[config.mk]
export PLATFORM = sky130hd
export DESIGN_NAME = npc_predict_unit_flat
export DESIGN_NICKNAME = d
export VERILOG_FILES = /design/src/rtl/npc_predict_unit_if.sv /design/src/rtl/npc_predict_unit.sv /design/src/flat_wrapper.sv
export SDC_FILE = /design/constraint.sdc
export NUM_CORES = 1
export LEC_CHECK = 0
export BUFFER_PORTS_ARGS = -buffer_cell sky130_fd_sc_hd__buf_2
export CAP_MARGIN = 15
export CORE_MARGIN = 2
export CORE_UTILIZATION = 45
export DETAILED_ROUTE_END_ITERATION = 8
export MAX_ROUTING_LAYER = met4
export PLACE_DENSITY = 0.82
export SYNTH_ARGS = -nofsm -noshare
export SYNTH_HDL_FRONTEND = slang
export SYNTH_SLANG_ARGS = --single-unit
[constraint.sdc]
create_clock -name clk -period 2.8 [get_ports clk]
set_clock_uncertainty 0.05 [all_clocks]
set_input_delay 0.42 -clock clk [delete_from_list [all_inputs] [get_ports clk]]
set_output_delay 0.42 -clock clk [all_outputs]
set_load 0.01 [all_outputs]
[src/rtl/npc_predict_unit_if.sv]
// Fetch next-PC bus between the core pipeline (master) and npc_predict_unit (slave).
interface npc_predict_unit_if #(
    parameter int unsigned XLEN = 32
);
    logic            stall_f;
    logic            jal;
    logic [XLEN-1:0] jal_target;
    logic            jalr;
    logic [XLEN-1:0] jalr_target;
    logic            ex_br;
    logic [XLEN-1:0] ex_pc;
    logic            ex_taken;
    logic [XLEN-1:0] ex_target;
    logic            ex_pred_taken;
    logic [XLEN-1:0] pc_f;
    logic            pred_taken_f;
    logic            mispredict;

    modport master (
        output stall_f, jal, jal_target, jalr, jalr_target,
               ex_br, ex_pc, ex_taken, ex_target, ex_pred_taken,
        input  pc_f, pred_taken_f, mispredict
    );

    modport slave (
        input  stall_f, jal, jal_target, jalr, jalr_target,
               ex_br, ex_pc, ex_taken, ex_target, ex_pred_taken,
        output pc_f, pred_taken_f, mispredict
    );
endinterface

[src/rtl/npc_predict_unit.sv]
// Fetch-stage next-PC unit: registered IF PC, optional direct-mapped BTB
// with 2-bit saturating counters, and branch misprediction flush request.
// Optional feature macro: NPC_BTB_EN (defined = BTB and prediction built;
// undefined = static not-taken, pred_taken_f tied low).
module npc_predict_unit #(
    parameter int unsigned     XLEN        = 32,
    parameter int unsigned     BTB_ENTRIES = 16,
    parameter logic [XLEN-1:0] RESET_PC    = '0
) (
    input  logic                clk,
    input  logic                rst,
    npc_predict_unit_if.slave   npc
);

    if (BTB_ENTRIES < 2 || (BTB_ENTRIES & (BTB_ENTRIES - 1)) != 0) begin : g_bad_cfg
        $error("npc_predict_unit: BTB_ENTRIES must be a power of two >= 2");
    end

    logic [XLEN-1:0] pc_q, pc_d;
    logic            misp;
    logic            pred;

    assign misp = npc.ex_br & (npc.ex_taken != npc.ex_pred_taken);

    assign npc.pc_f         = pc_q;
    assign npc.pred_taken_f = pred;
    assign npc.mispredict   = misp;

`ifdef NPC_BTB_EN
    localparam int unsigned IDX_W = $clog2(BTB_ENTRIES);
    localparam int unsigned TAG_W = XLEN - IDX_W - 2;

    logic [BTB_ENTRIES-1:0] valid_q, valid_d;
    logic [TAG_W-1:0]       tag_q [BTB_ENTRIES];
    logic [TAG_W-1:0]       tag_d [BTB_ENTRIES];
    logic [XLEN-1:0]        tgt_q [BTB_ENTRIES];
    logic [XLEN-1:0]        tgt_d [BTB_ENTRIES];
    logic [1:0]             ctr_q [BTB_ENTRIES];
    logic [1:0]             ctr_d [BTB_ENTRIES];

    logic [IDX_W-1:0] lk_idx, up_idx;
    logic [TAG_W-1:0] lk_tag, up_tag;
    logic             lk_hit, up_hit;
    logic [XLEN-1:0]  lk_tgt;

    // Lookup on the current fetch PC; sees pre-update contents.
    always_comb begin
        lk_idx = pc_q[IDX_W+1:2];
        lk_tag = pc_q[XLEN-1:IDX_W+2];
        lk_hit = valid_q[lk_idx] && (tag_q[lk_idx] == lk_tag);
        lk_tgt = tgt_q[lk_idx];
        pred   = lk_hit & ctr_q[lk_idx][1];
    end

    // Train on the resolved EX branch: counter update on hit, allocate on taken miss.
    always_comb begin
        valid_d = valid_q;
        tag_d   = tag_q;
        tgt_d   = tgt_q;
        ctr_d   = ctr_q;
        up_idx  = npc.ex_pc[IDX_W+1:2];
        up_tag  = npc.ex_pc[XLEN-1:IDX_W+2];
        up_hit  = valid_q[up_idx] && (tag_q[up_idx] == up_tag);
        if (npc.ex_br) begin
            if (up_hit) begin
                if (npc.ex_taken) begin
                    if (ctr_q[up_idx] != 2'd3) ctr_d[up_idx] = 2'(ctr_q[up_idx] + 2'd1);
                    tgt_d[up_idx] = npc.ex_target;
                end else begin
                    if (ctr_q[up_idx] != 2'd0) ctr_d[up_idx] = 2'(ctr_q[up_idx] - 2'd1);
                end
            end else if (npc.ex_taken) begin
                valid_d[up_idx] = 1'b1;
                tag_d[up_idx]   = up_tag;
                tgt_d[up_idx]   = npc.ex_target;
                ctr_d[up_idx]   = 2'b10;
            end
        end
    end

    // BTB storage; only valid bits are reset, reset also blocks a concurrent update.
    always_ff @(posedge clk) begin
        if (rst) begin
            valid_q <= '0;
        end else begin
            valid_q <= valid_d;
            tag_q   <= tag_d;
            tgt_q   <= tgt_d;
            ctr_q   <= ctr_d;
        end
    end
`else
    assign pred = 1'b0;
`endif

    // Next-PC selection; redirects beat stall, stall beats prediction and PC+4.
    always_comb begin
        pc_d = pc_q + XLEN'(4);
        if (misp && npc.ex_taken) begin
            pc_d = npc.ex_target;
        end else if (misp) begin
            pc_d = npc.ex_pc + XLEN'(4);
        end else if (npc.jalr) begin
            pc_d = npc.jalr_target;
        end else if (npc.jal) begin
            pc_d = npc.jal_target;
        end else if (npc.stall_f) begin
            pc_d = pc_q;
`ifdef NPC_BTB_EN
        end else if (pred) begin
            pc_d = lk_tgt;
`endif
        end
    end

    // Fetch PC register.
    always_ff @(posedge clk) begin
        if (rst) pc_q <= RESET_PC;
        else     pc_q <= pc_d;
    end

endmodule

[src/flat_wrapper.sv]
// flat-port wrapper written by rule: the top's interface ports become plain ports
module npc_predict_unit_flat 
#(
    parameter int unsigned     XLEN        = 32,
    parameter int unsigned     BTB_ENTRIES = 16,
    parameter logic [XLEN-1:0] RESET_PC    = '0
)
  (clk, rst, npc_stall_f, npc_jal, npc_jal_target, npc_jalr, npc_jalr_target, npc_ex_br, npc_ex_pc, npc_ex_taken, npc_ex_target, npc_ex_pred_taken, npc_pc_f, npc_pred_taken_f, npc_mispredict);
  npc_predict_unit_if #(.XLEN(XLEN)) npc_i ();
  input  logic clk;
  input  logic rst;
  input wire logic [$bits(npc_i.stall_f)-1:0] npc_stall_f;
  input wire logic [$bits(npc_i.jal)-1:0] npc_jal;
  input wire logic [$bits(npc_i.jal_target)-1:0] npc_jal_target;
  input wire logic [$bits(npc_i.jalr)-1:0] npc_jalr;
  input wire logic [$bits(npc_i.jalr_target)-1:0] npc_jalr_target;
  input wire logic [$bits(npc_i.ex_br)-1:0] npc_ex_br;
  input wire logic [$bits(npc_i.ex_pc)-1:0] npc_ex_pc;
  input wire logic [$bits(npc_i.ex_taken)-1:0] npc_ex_taken;
  input wire logic [$bits(npc_i.ex_target)-1:0] npc_ex_target;
  input wire logic [$bits(npc_i.ex_pred_taken)-1:0] npc_ex_pred_taken;
  output wire logic [$bits(npc_i.pc_f)-1:0] npc_pc_f;
  output wire logic [$bits(npc_i.pred_taken_f)-1:0] npc_pred_taken_f;
  output wire logic [$bits(npc_i.mispredict)-1:0] npc_mispredict;
  assign npc_i.stall_f = npc_stall_f;
  assign npc_i.jal = npc_jal;
  assign npc_i.jal_target = npc_jal_target;
  assign npc_i.jalr = npc_jalr;
  assign npc_i.jalr_target = npc_jalr_target;
  assign npc_i.ex_br = npc_ex_br;
  assign npc_i.ex_pc = npc_ex_pc;
  assign npc_i.ex_taken = npc_ex_taken;
  assign npc_i.ex_target = npc_ex_target;
  assign npc_i.ex_pred_taken = npc_ex_pred_taken;
  assign npc_pc_f = npc_i.pc_f;
  assign npc_pred_taken_f = npc_i.pred_taken_f;
  assign npc_mispredict = npc_i.mispredict;
  npc_predict_unit #(.XLEN(XLEN), .BTB_ENTRIES(BTB_ENTRIES), .RESET_PC(RESET_PC)) u_core (.clk(clk), .rst(rst), .npc(npc_i));
endmodule
==> metrics.txt <==
gpl congestion=approximately 1.0; die outline height=between 90 and 100 um; mux cell area share after synthesis=4.11%; min Tclk post-route=2.49 ns; compound-gate portion of the synthesized area=a little under 30%; Crit Path Class=flop to flop; Diodes inserted=0; DP Wirelength=10400 um; Slew @ Worst Pin=just under 0.6 ns; WP data required=roughly 2.9 ns; Hold-fix buffers, CTS=0; RSZ-0062 raised after global routing=false; Synthesized Nets=610; CTS buffer count=5; Final Hold Viols=0; Slew Limit Fails=0; post_cts resized=0; Adder-Cell Fraction of Synth Area=less than 1%; total number of vias=about 4400; Syn. warnings=0; #FFs+latches synth=32; Leak=1.88 nW; crit start category=flop; post-synthesis cell type count=64; total negative slack=0 ns; I/O pin count=170; DRC errors left=0; CTS tree=done; slowest stage cell, crit path=or4_1; DP Area=4330 um^2; top cell family by delay on the critical path=simple AND/OR/NAND/NOR gates; Iter 0 DRT Violations=between 400 and 500; gr ovfl total=0; mapped cell area=around 3400 um^2; initial antenna violation count=0; die area=8370 um^2; min-delay worst type=primary input to flop; Initial Util=a little under half; Vias/cell=6.08; Tot Pwr=1.53 mW; register area share after synthesis=between 10% and 20%; ys flop type=dfxtp_1; Post-synth ARST share=0%; arrival time at the worst endpoint=between 2 and 3 ns; Max-Cap Viols=0; outcome=completed; vias in the first global route=between 4000 and 5000; Worst VDD drop=roughly 0.18 mV; number of enable flip-flop cells after synthesis=0; first-pass iteration count of the detailed router=5; critical path depth=7; Post-DRT Antenna Nets=0; Clock transition at path regs=0.07 ns; WL final=13100 um; post-CTS setup buffer count=0; largest net degree at the start of global routing=38; Synth Area in Simple Gates=between 20 and 30%; Fmax=~400 MHz; Root Driver=clkbuf_8; largest family of logic cells by synthesized area=compound AO/OA/AOI/OAI gates; clock buffer depth=2; pwr/cell area=346 nW/um^2; WL/cell=between 15 and 20 um; Critical path buffers and inverters=0; Nets=between 700 and 800; fin area=4420 um^2; core footprint=7330 um^2; CTS Sinks=32; layout cells sized above 1=about a third; crit path capture type=flop; H-tree levels=2; syn avg cell area=7.30 um^2; area grow syn2layout=28.3%; post-route clock period utilization=89.0%; worst-path cell chain=ha_1, nand3_1, or4_1, nor3_1, xnor2_1, o21ai_0, a221o_1; IO buf count=between 150 and 200; R2R cell count=7; hold depth=3; CP max stage delay=around 0.6 ns; Clock Latency Late Sink=between 0.2 and 0.3 ns; die width=91.5 um; max FFs per register=32; cell count after synthesis=roughly 470; worst-path maximum fanout=7; Slew HR=around three fifths; first-pass GRT wire length=20200 um; Post-Synth XOR/XNOR Area=11.4%; row count=31; final setup fails=0; total track usage=30.7%; Hold WS=0.378 ns
synth_stat cells, types with 15 or more instances:
cell	instances	area, um^2
nand2_1	46	173
nor2_1	41	154
o21ai_0	37	185
dfxtp_1	32	641
nand3_1	32	160
xnor2_1	30	263
a21oi_1	25	125
clkbuf_1	19	71.3
a221oi_1	17	149
xor2_1	15	131
final timing paths:
check / startpoint / to / slack (ns)
max reg2reg: u_core.npc.pc_f[2] / u_core.npc.pc_f[26] / 0.31
max: u_core.npc.pc_f[2] / u_core.npc.pc_f[26] / 0.31
min reg2reg: u_core.npc.pc_f[31] / u_core.npc.pc_f[31] / 0.44
min: npc_jalr_target[9] / u_core.npc.pc_f[9] / 0.38
cell usage in the layout (no fill, tap or decap), types with 3 or more instances in the layout:
master / n
and3_1: 7
nand2_1: 46
nand3_1: 32
dfxtp_1: 32
a221oi_1: 17
inv_1: 7
mux2i_1: 13
xor2_1: 15
a221o_1: 5
nor3b_1: 3
a22oi_1: 3
o211ai_1: 12
nand4_1: 13
nand3b_1: 3
a21oi_1: 25
or4_1: 4
xnor2_1: 30
or3_1: 4
buf_2: 168
nor4_1: 8
buf_4: 17
o221ai_1: 5
o21ai_0: 37
a2111oi_0: 3
o2111ai_1: 3
nor3_1: 8
nor2b_1: 3
nor2_1: 41
a21o_1: 3
a22o_1: 3
and4_1: 4
clkbuf_8: 6
a31oi_1: 5
a211oi_1: 13
power by group:
| part | switching, mW | internal [mW] | leakage, nW |
|---|---|---|---|
| clock | 0.181 | 0.201 | 0.0455 |
| combinational | 0.308 | 0.256 | 1.57 |
| sequential | 0.0775 | 0.506 | 0.266 |
through the flow:
stage	util (%)	std cells	setup WS [ns]
detailed placement	59.0	721	0.376
global route	60.2	729	0.209
finish	60.2	729	0.308
CTS	60.2	729	0.355
floorplan	-	472	0.496
global placement	59.0	721	0.425
kinds of logic after synthesis:
group                      count (synthesis)
DFF                                       32
muxes                                     14
and+or+nand+nor                          189
AOI/OAI and AO/OA                        146
xor gates and xnor gates                  45
other                                      1
adders and majority gates                  2
buffers and inverters                     43
area by class of cell:
class | instances | area, um^2
inverter | 8 | 30.0
timing repair buffer | 185 | 968
tap | 99 | 124
sequential | 32 | 641
fill | 713 | 2910
clock buffer | 8 | 90.1
multi-input combinational | 397 | 2560
metal layers:
layer / GRT usage, % / part of all wire (%)
met3: 4.56 / 11
met1: 40.3 / 41
met5: - / 0
met4: 10.5 / 2.8
met2: 48.1 / 45
worst reg2reg max path, delay by kind of cell, from the launching register on:
kind / cells / cell delay [ns]
flip-flops: 1 / 0.43
AO/OA/AOI/OAI: 2 / 0.44
AND/OR/NAND/NOR: 3 / 1.09
XOR/XNOR: 1 / 0.14
adder cells (fa/ha/maj): 1 / 0.24
No activity file was read; power rests on OpenSTA's default activity.
